## src/rtl/exe_mem_skid_reg.sv

```systemverilog
// EXE->MEM pipeline register with valid/ready handshake, 2-entry skid buffer
// and synchronous flush; the head entry drives MEM, the skid entry absorbs back-pressure.
module exe_mem_skid_reg #(
    parameter int unsigned DATA_W = 32,
    parameter int unsigned DEST_W = 5
) (
    input  logic              clk,
    input  logic              rst,
    input  logic              flush,
    input  logic              in_valid,
    output logic              in_ready,
    input  logic              WB_EN_in,
    input  logic              MEM_R_EN_in,
    input  logic              MEM_W_EN_in,
    input  logic [DATA_W-1:0] PC_in,
    input  logic [DATA_W-1:0] ALU_result_in,
    input  logic [DATA_W-1:0] ST_val_in,
    input  logic [DEST_W-1:0] Dest_in,
    output logic              out_valid,
    input  logic              out_ready,
    output logic              WB_EN,
    output logic              MEM_R_EN,
    output logic              MEM_W_EN,
    output logic [DATA_W-1:0] PC,
    output logic [DATA_W-1:0] ALU_result,
    output logic [DATA_W-1:0] ST_val,
    output logic [DEST_W-1:0] Dest,
    output logic [1:0]        occupancy
);

    // Entry layout, MSB first: {WB_EN, MEM_R_EN, MEM_W_EN, PC, ALU_result, ST_val, Dest}
    localparam int unsigned ST_LSB   = DEST_W;
    localparam int unsigned ALU_LSB  = DEST_W + DATA_W;
    localparam int unsigned PC_LSB   = DEST_W + 2 * DATA_W;
    localparam int unsigned CTRL_LSB = DEST_W + 3 * DATA_W;
    localparam int unsigned ENTRY_W  = CTRL_LSB + 3;

    localparam logic [1:0] EMPTY = 2'd0;
    localparam logic [1:0] ONE   = 2'd1;
    localparam logic [1:0] FULL  = 2'd2;

    logic [1:0]         r_state;
    logic [1:0]         w_state_nxt;
    logic               r_in_ready;
    logic               r_out_valid;
    logic [ENTRY_W-1:0] r_head;
    logic [ENTRY_W-1:0] r_skid;
    logic [ENTRY_W-1:0] w_head_nxt;
    logic [ENTRY_W-1:0] w_skid_nxt;
    logic [ENTRY_W-1:0] w_in_entry;
    logic               w_push;
    logic               w_pop;

    assign w_in_entry = {WB_EN_in, MEM_R_EN_in, MEM_W_EN_in, PC_in, ALU_result_in, ST_val_in, Dest_in};
    assign w_push     = in_valid & r_in_ready;
    assign w_pop      = r_out_valid & out_ready;

    // State register; status flags are registered from the next state so no output is combinational
    always_ff @(posedge clk) begin
        if (rst) begin
            r_state     <= EMPTY;
            r_in_ready  <= 1'b1;
            r_out_valid <= 1'b0;
            r_head      <= '0;
            r_skid      <= '0;
        end else begin
            r_state     <= w_state_nxt;
            r_in_ready  <= (w_state_nxt != FULL);
            r_out_valid <= (w_state_nxt != EMPTY);
            r_head      <= w_head_nxt;
            r_skid      <= w_skid_nxt;
        end
    end

    // Next-state and entry steering; control bits of a vacated entry are cleared so bubbles carry no enables
    always_comb begin
        w_state_nxt = r_state;
        w_head_nxt  = r_head;
        w_skid_nxt  = r_skid;
        case (r_state)
            EMPTY: begin
                if (w_push) begin
                    w_head_nxt  = w_in_entry;
                    w_state_nxt = ONE;
                end
            end
            ONE: begin
                if (w_push && w_pop) begin
                    w_head_nxt = w_in_entry;
                end else if (w_push) begin
                    w_skid_nxt  = w_in_entry;
                    w_state_nxt = FULL;
                end else if (w_pop) begin
                    w_head_nxt  = {3'b000, r_head[CTRL_LSB-1:0]};
                    w_state_nxt = EMPTY;
                end
            end
            FULL: begin
                if (w_pop) begin
                    w_head_nxt  = r_skid;
                    w_skid_nxt  = {3'b000, r_skid[CTRL_LSB-1:0]};
                    w_state_nxt = ONE;
                end
            end
            default: begin
                w_state_nxt = EMPTY;
            end
        endcase
        if (flush) begin
            w_state_nxt = EMPTY;
            w_head_nxt  = {3'b000, r_head[CTRL_LSB-1:0]};
            w_skid_nxt  = {3'b000, r_skid[CTRL_LSB-1:0]};
        end
    end

    assign in_ready   = r_in_ready;
    assign out_valid  = r_out_valid;
    assign occupancy  = r_state;
    assign WB_EN      = r_head[CTRL_LSB+2];
    assign MEM_R_EN   = r_head[CTRL_LSB+1];
    assign MEM_W_EN   = r_head[CTRL_LSB];
    assign PC         = r_head[PC_LSB +: DATA_W];
    assign ALU_result = r_head[ALU_LSB +: DATA_W];
    assign ST_val     = r_head[ST_LSB +: DATA_W];
    assign Dest       = r_head[0 +: DEST_W];

endmodule
```

## config.mk

```make
export PLATFORM = sky130hd
export DESIGN_NAME = exe_mem_skid_reg
export DESIGN_NICKNAME = d
export VERILOG_FILES = /design/src/rtl/exe_mem_skid_reg.sv
export SDC_FILE = /design/constraint.sdc
export NUM_CORES = 1
export LEC_CHECK = 0
export CORE_MARGIN = 10
export CORE_UTILIZATION = 30
export CTS_CLUSTER_SIZE = 24
export DETAILED_ROUTE_END_ITERATION = 12
export GPL_ROUTABILITY_DRIVEN = 0
export PLACE_DENSITY = 0.62
export SYNTH_ARGS = -nofsm -noshare
export SYNTH_HDL_FRONTEND = slang
export SYNTH_SLANG_ARGS = --single-unit
```

## constraint.sdc

```tcl
create_clock -name clk -period 2.9 [get_ports clk]
set_input_delay 0.58 -clock clk [delete_from_list [all_inputs] [get_ports clk]]
set_output_delay 0.58 -clock clk [all_outputs]
set_load 0.01 [all_outputs]
```

==> results.md, run 1 <==
| Result | Value |
| --- | --- |
| Die span in x | 196 um |
| Critical path endpoint category | flip-flop |
| Critical path capture point | r_head[40] |
| Top cell types by occurrence after synthesis | sky130_fd_sc_hd__dfxtp_1 (212), sky130_fd_sc_hd__a21oi_1 (204), sky130_fd_sc_hd__a22oi_1 (104), sky130_fd_sc_hd__nand2_1 (104), sky130_fd_sc_hd__nand3b_1 (101) |
| Cell types with the largest area share after synthesis | sky130_fd_sc_hd__dfxtp_1 (45%), sky130_fd_sc_hd__a211oi_2 (12%), sky130_fd_sc_hd__a21oi_1 (11%) |
| Kind of launch point of the worst setup path | flip-flop |
| Core outline area | 30700 um2 |
| Final-report setup violation count | 0 |
| Initial standard-cell utilization of the core | 30.4% |
| Fin. max-slew vios | 0 |
| Share of the cycle needed by the critical path after routing | 82.1% |
| Antenna violations before repair | 1 |
| # rows | 64 |
| Final antenna-violating net count | 0 |
| Detailed-route wire length per cell | 20.3 um |
| Outcome | complete, no violations |
| First-pass GRT wire length | 49.5 mm |
| FF-to-FF Start | occupancy[0] |
| Global-route congestion overflow total | 0 |
| Max cap viols | 0 |
| Root Driver | sky130_fd_sc_hd__clkbuf_16 |
| Vias in the first global route | 8406 |
| Post-Syn Area per Cell | 9.44 um2 |
| Pwr per Cell Area | 580 nW/um2 |
| Layout net count | 1255 |
| Crit path max fanout | 38 |
| Async set-or-reset flop fraction in the synthesized netlist | 0% |
| Number of library cell types mapped by synthesis | 37 |
| Total net switching power | 1.90 mW |
| Cell Area, Synth | 9330 um2 |
| Height of the die | 196 um |
| Critical Path AT | 2.81 ns |
| Final worst path period need | 2.38 ns |
| Global router's overall resource usage | 15.5% |
| Depth of the most critical reg-to-reg path | 7 |
| Count leader, synth | sky130_fd_sc_hd__dfxtp_1 |
| Setup TNS after final layout | 0 ns |
| Detailed-route wire length | 31.5 mm |
| Post-synth top area cell | sky130_fd_sc_hd__dfxtp_1 |
| Critical path data required time | 3.33 ns |
| Number of buffers added for setup after CTS | 0 |
| Type of the tightest min-delay check | reg -> reg |
| Layout cells sized above 1 | 13.8% |
| Actual slew at the worst max-slew pin | 0.701 ns |
| Internal power component | 5.38 mW |
| Relative contribution of combinational cells to total power | 16.4% |
| Residual DRC | 0 |
| Register-to-register setup slack | 0.52 ns |
| Cts bufs inserted | 25 |
| CP Launch Point | occupancy[0] |
| Number of top-level pins | 217 |
| Achievable clock frequency | 420 MHz |
| Hold violation total from the final report | 0 |
| Total power after layout | 7.28 mW |
| Unrepaired setup endpoints after global routing | no |
| Final design instance area without fill | 12600 um2 |
| Largest net degree at the start of global routing | 102 |
| Area Overhead vs Synth | 34.5% |
| Via count of the routed design | 8303 |
| Number of clock sinks | 212 |
| Area share of the leading cell type in the synthesized netlist | 45.5% |
| Path type of the worst setup path | reg -> reg |
| Nets in the synthesized netlist | 1103 |
| Flop and latch count out of synthesis | 212 |
| Flop pwr share | 43.2% |
| First-pass iteration count of the detailed router | 5 |
| Post-DP HPWL | 18.8 mm |
| Dpl cell area | 11800 um2 |
| Worst reg2reg path endpoint | r_head[40] |
| Post-layout instance count excluding filler cells | 1552 |
| Switching part of the total | 26.1% |
| Final setup skew | 0.00585 ns |
| Leakage Power | 4.13 nW |
| Number of buffers added on ports | 216 |
| Number of hold-repair buffers added at the cts stage | 0 |
| CTS clk-pin slew, worst paths | 0.06 ns |
| Number of instances in the placed design | 1510 |
| Max clock buf depth | 3 |
| Clock power share | 40.4% |
| Vias per Instance | 5.35 |
| Number of flops mapped to enable cells by yosys | 0 |
| Count of H-tree levels built during CTS | 1 |
| Number of filler instances in the final layout | 2992 |
| Total of cells resized after clock tree synthesis | 0 |
| TritonCTS clock tree | yes |
| Initial drt markers | 444 |
| Total Die Area | 38600 um2 |
| Post-synthesis instance total | 989 |
| Slew HR | 53.3% |
| Share of synthesized area occupied by flip-flops and latches | 45.5% |
| Post-synth top flop | sky130_fd_sc_hd__dfxtp_1 |
| Clock latency on the worst-skew pair | 0.51 ns |
| Synth warn | 0 |
| Worst IR Drop VDD | 0.337 mV |
==> sequential cells by signal (all words and copies together), names as in the netlist <==
signal	cells
r_skid	104
occupancy	2
r_head	104
out_valid	1
in_ready	1
==> logic make-up after synthesis <==
kind of cell	share of synthesized area [%]
compound gates	33.6
xor+xnor	0.0939
simple gates	13.6
buf+inv	6.19
mux	0.322
fa+ha+maj	0.670
flops	45.5
==> power groups by stage <==
stage          Combinational (mW)  Sequential, mW  Clock [mW]
6_report                     1.20            3.15        2.94
5_1_grt                      1.29            3.16        3.14
4_1_cts                      1.21            3.15        3.02
3_5_place_dp                 1.21            3.21           0
3_3_place_gp                 1.19            3.21           0
2_1_floorplan               0.565            3.25           0
==> cell type report <==
| type | count | area, um2 | share of cell area [%] |
|---|---|---|---|
| flip-flops and latches | 212 | 4240 | 33.8 |
| diodes | 1 | 2.50 | 0.0199 |
| clock inverters | 4 | 47.5 | 0.379 |
| multi-input cells | 659 | 4550 | 36.2 |
| well taps | 396 | 495 | 3.95 |
| clock buffers | 37 | 701 | 5.58 |
| repair buffers | 239 | 2500 | 19.9 |
| inverters | 4 | 15.0 | 0.120 |
==> metal layers <==
| metal | GRT usage (%) | routed length [um] | vias up |
|---|---|---|---|
| met2 | 25.7 | 15100 | 212 |
| met3 | 3.36 | 1830 | 48 |
| met4 | 4.75 | 753 | 0 |
| met1 | 19.7 | 13800 | 4096 |
| met5 | 0 | 0 | - |
| li1 | - | - | 3947 |
==> how the worst min path moves through the flow <==
stage	endpoint	slack (ns)	startpoint	depth (start not counted)
finish	r_skid[72]	0.45	r_skid[72]	2
global route	r_skid[58]	0.46	r_skid[58]	2
global placement	r_skid[99]	0.44	r_skid[99]	2
detailed placement	r_skid[80]	0.44	r_skid[80]	2
floorplan	r_skid[0]	0.43	r_skid[0]	2
CTS	r_skid[0]	0.45	r_skid[0]	2
==> cells in the final DEF (no fill, tap or decap), drive strengths merged, types with 2 or more instances in the layout <==
cell type	instances
clkdlybuf4s50	215
dfxtp	212
a21oi	204
nand2	105
a22oi	104
a211oi	104
nand3b	101
clkbuf	38
buf	23
nor2	7
ha	5
inv	4
o21a	3
mux2i	3
and2	3
nand3	2
o211ai	2
a31oi	2
clkinv	2
a21boi	2
o21ai	2
==> stage by stage <==
step / utilization [%] / hold slack, ns / setup WS [ns]
finish: 40.9 / 0.450 / 0.519
global route: 40.9 / 0.465 / 0.316
CTS: 40.9 / 0.451 / 0.505
detailed placement: 38.5 / 0.444 / 0.312
global placement: 38.5 / 0.438 / 0.342
floorplan: - / 0.432 / 0.990
==> worst max-delay path, stage by stage (launching register included) <==
cell	delay, ns
sky130_fd_sc_hd__dfxtp_1	0.38
sky130_fd_sc_hd__inv_1	0.12
sky130_fd_sc_hd__ha_2	0.22
sky130_fd_sc_hd__buf_4	0.30
sky130_fd_sc_hd__and2_4	0.59
sky130_fd_sc_hd__buf_4	0.31
sky130_fd_sc_hd__a22oi_1	0.14
sky130_fd_sc_hd__a211oi_2	0.23
(Power assumes the default switching activity.)
==> inputs of run 2 (changes only) <==
==> constraint.sdc (replaced) <==
create_clock -name clk -period 2.34 [get_ports clk]
set_input_delay 0.468 -clock clk [delete_from_list [all_inputs] [get_ports clk]]
set_output_delay 0.468 -clock clk [all_outputs]
set_load 0.01 [all_outputs]
==> run 2 against run 1 <==
  * Clock-buffer cell count up 3
  * Clock power up 35%
  * Core utilization up 0.89 points
  * Register-to-register slack worse by 0.39 ns
  * Sequential share of layout area down 0.72 points
  * Sequential cell count unchanged
  * Clock skew up 0.010 ns
  * Largest power group is now the clock network
  * Largest cell class unchanged
  * Worst hold slack worse by 0.072 ns
  * Final area up 2.2%
  * Total power up 29%
  * Final cell count up 1.4%
  * Die area unchanged
  * Highest routed layer is now met5
==> results.md, run 2 (synthesized netlist as in run 1, its figures left out) <==
| Result | Value |
| --- | --- |
| Global-route congestion overflow total | 0 |
| Area Overhead vs Synth | 37.4% |
| Clock latency on the worst-skew pair | 0.53 ns |
| Outcome | complete, no violations |
| Antenna violations before repair | 4 |
| Actual slew at the worst max-slew pin | 0.593 ns |
| Hold violation total from the final report | 0 |
| Path type of the worst setup path | reg -> reg |
| End of the worst hold path | r_head[62] |
| Share of the cycle needed by the critical path after routing | 94.4% |
| Min-Delay Path Depth | 2 |
| FF-to-FF Start | occupancy[0] |
| Total net switching power | 2.43 mW |
| Vias in the first global route | 8257 |
| Total power after layout | 9.39 mW |
| Max clock buf depth | 3 |
| Detailed-route wire length per cell | 20.2 um |
| Relative contribution of combinational cells to total power | 16.2% |
| Crit path max fanout | 76 |
| Clock power share | 42.2% |
| Pwr per Cell Area | 732 nW/um2 |
| Total Die Area | 38600 um2 |
| Core outline area | 30700 um2 |
| Die span in x | 196 um |
| Number of instances in the placed design | 1528 |
| Max cap viols | 0 |
| Number of buffers added on ports | 216 |
| Post-DP HPWL | 19.9 mm |
| Kind of launch point of the worst setup path | flip-flop |
| Count of H-tree levels built during CTS | 1 |
| Flop pwr share | 41.5% |
| Layout cells sized above 1 | 15.5% |
| Achievable clock frequency | 453 MHz |
| Critical path endpoint category | flip-flop |
| Slew HR | 60.5% |
| Final setup skew | 0.0161 ns |
| First-pass GRT wire length | 49.8 mm |
| Via count of the routed design | 8353 |
| Fin. max-slew vios | 0 |
| Critical path's slowest cell | sky130_fd_sc_hd__dfxtp_1 |
| Root Driver | sky130_fd_sc_hd__clkbuf_16 |
| Worst IR Drop VDD | 0.424 mV |
| Post-layout instance count excluding filler cells | 1574 |
| Worst reg2reg path endpoint | r_head[3] |
| Leakage Power | 4.28 nW |
| Register-to-register setup slack | 0.13 ns |
| Layout net count | 1273 |
| Crit path cell chain | inv_1 > ha_2 > buf_4 > and2_4 > buf_12 > a22oi_1 > a211oi_2 |
| Final antenna-violating net count | 0 |
| Final-report setup violation count | 0 |
| Largest net degree at the start of global routing | 97 |
| # rows | 64 |
| Number of clock sinks | 212 |
| TritonCTS clock tree | yes |
| Hold path startpoint | rst |
| Critical Path AT | 2.65 ns |
| Final worst path period need | 2.21 ns |
| Residual DRC | 0 |
| Most used cells in the layout excluding fill and tap cells | sky130_fd_sc_hd__clkdlybuf4s50_1 (215), sky130_fd_sc_hd__dfxtp_1 (212), sky130_fd_sc_hd__a21oi_1 (203) |
| Initial drt markers | 616 |
| Hold Slack | 0.378 ns |
| Internal power component | 6.96 mW |
| Type of the tightest min-delay check | in -> reg |
| Cts bufs inserted | 25 |
| Most frequent standard cell in the layout excluding fill and tap cells | sky130_fd_sc_hd__clkdlybuf4s50_1 |
| Switching part of the total | 25.9% |
| Vias per Instance | 5.31 |
| Depth of the most critical reg-to-reg path | 7 |
| First-pass iteration count of the detailed router | 5 |
| Initial standard-cell utilization of the core | 30.4% |
| Max stage delay on crit path | 0.39 ns |
| Unrepaired setup endpoints after global routing | no |
| Global router's overall resource usage | 15.6% |
| Critical path data required time | 2.78 ns |
| Number of top-level pins | 217 |
| Height of the die | 196 um |
| Number of buffers and inverters on the critical path | 3 |
| Detailed-route wire length | 31.8 mm |
| CTS clk-pin slew, worst paths | 0.06 ns |
| Cell family with most CP delay | buffers and inverters |
-- run 2: layout make-up --
cell class | instances | area (um2)
Clock buffer | 40 | 752
Antenna cell | 1 | 2.50
Multi-Input combinational cell | 659 | 4550
Tap cell | 396 | 495
Inverter | 4 | 15.0
Sequential cell | 212 | 4240
Fill cell | 2977 | 17800
Timing Repair Buffer | 257 | 2690
Clock inverter | 5 | 82.6
-- run 2: worst max path at each step --
stage,from,to,depth (start not counted)
floorplan,occupancy[0],r_head[61],8
global placement,out_ready,r_head[77],7
detailed placement,in_valid,r_head[69],7
CTS,occupancy[0],r_head[80],7
global route,occupancy[0],r_head[55],7
finish,occupancy[0],r_head[3],7
-- run 2: power groups by stage --
stage | clock, mW | combinational [mW] | sequential [mW]
after detailed placement | 0 | 1.54 | 3.97
after CTS | 4.10 | 1.54 | 3.90
after floorplan | 0 | 0.700 | 4.03
after global placement | 0 | 1.52 | 3.98
final | 3.97 | 1.52 | 3.90
after global routing | 4.23 | 1.64 | 3.92
-- run 2: metrics by stage --
stage | worst slack [ns] | TNS (ns) | utilization (%) | area, um2
2_1_floorplan | 0.430 | 0 | - | 9330
3_3_place_gp | -0.0680 | -3.85 | 39.1 | 12000
3_5_place_dp | -0.0808 | -4.79 | 39.1 | 12000
4_1_cts | 0.151 | 0 | 41.8 | 12800
5_1_grt | 0.0206 | 0 | 41.8 | 12800
6_report | 0.130 | 0 | 41.8 | 12800
-- run 2: per-layer routing --
| metal | vias to the layer above | global-route usage [%] | routed length, um |
|---|---|---|---|
| met1 | 4063 | 20.7 | 14100 |
| li1 | 3993 | - | - |
| met3 | 42 | 3.67 | 2060 |
| met5 | - | 0 | 40 |
| met4 | 6 | 3.85 | 566 |
| met2 | 249 | 25.1 | 15000 |
-- run 2: timing repair --
| action | 4_1_cts | 5_1_grt |
|---|---|---|
| hold buffers | 0 | 0 |
| resized for setup | 0 | 1 |
| buffers inserted | 0 | 0 |
| setup endpoints to repair | 0 | 1 |
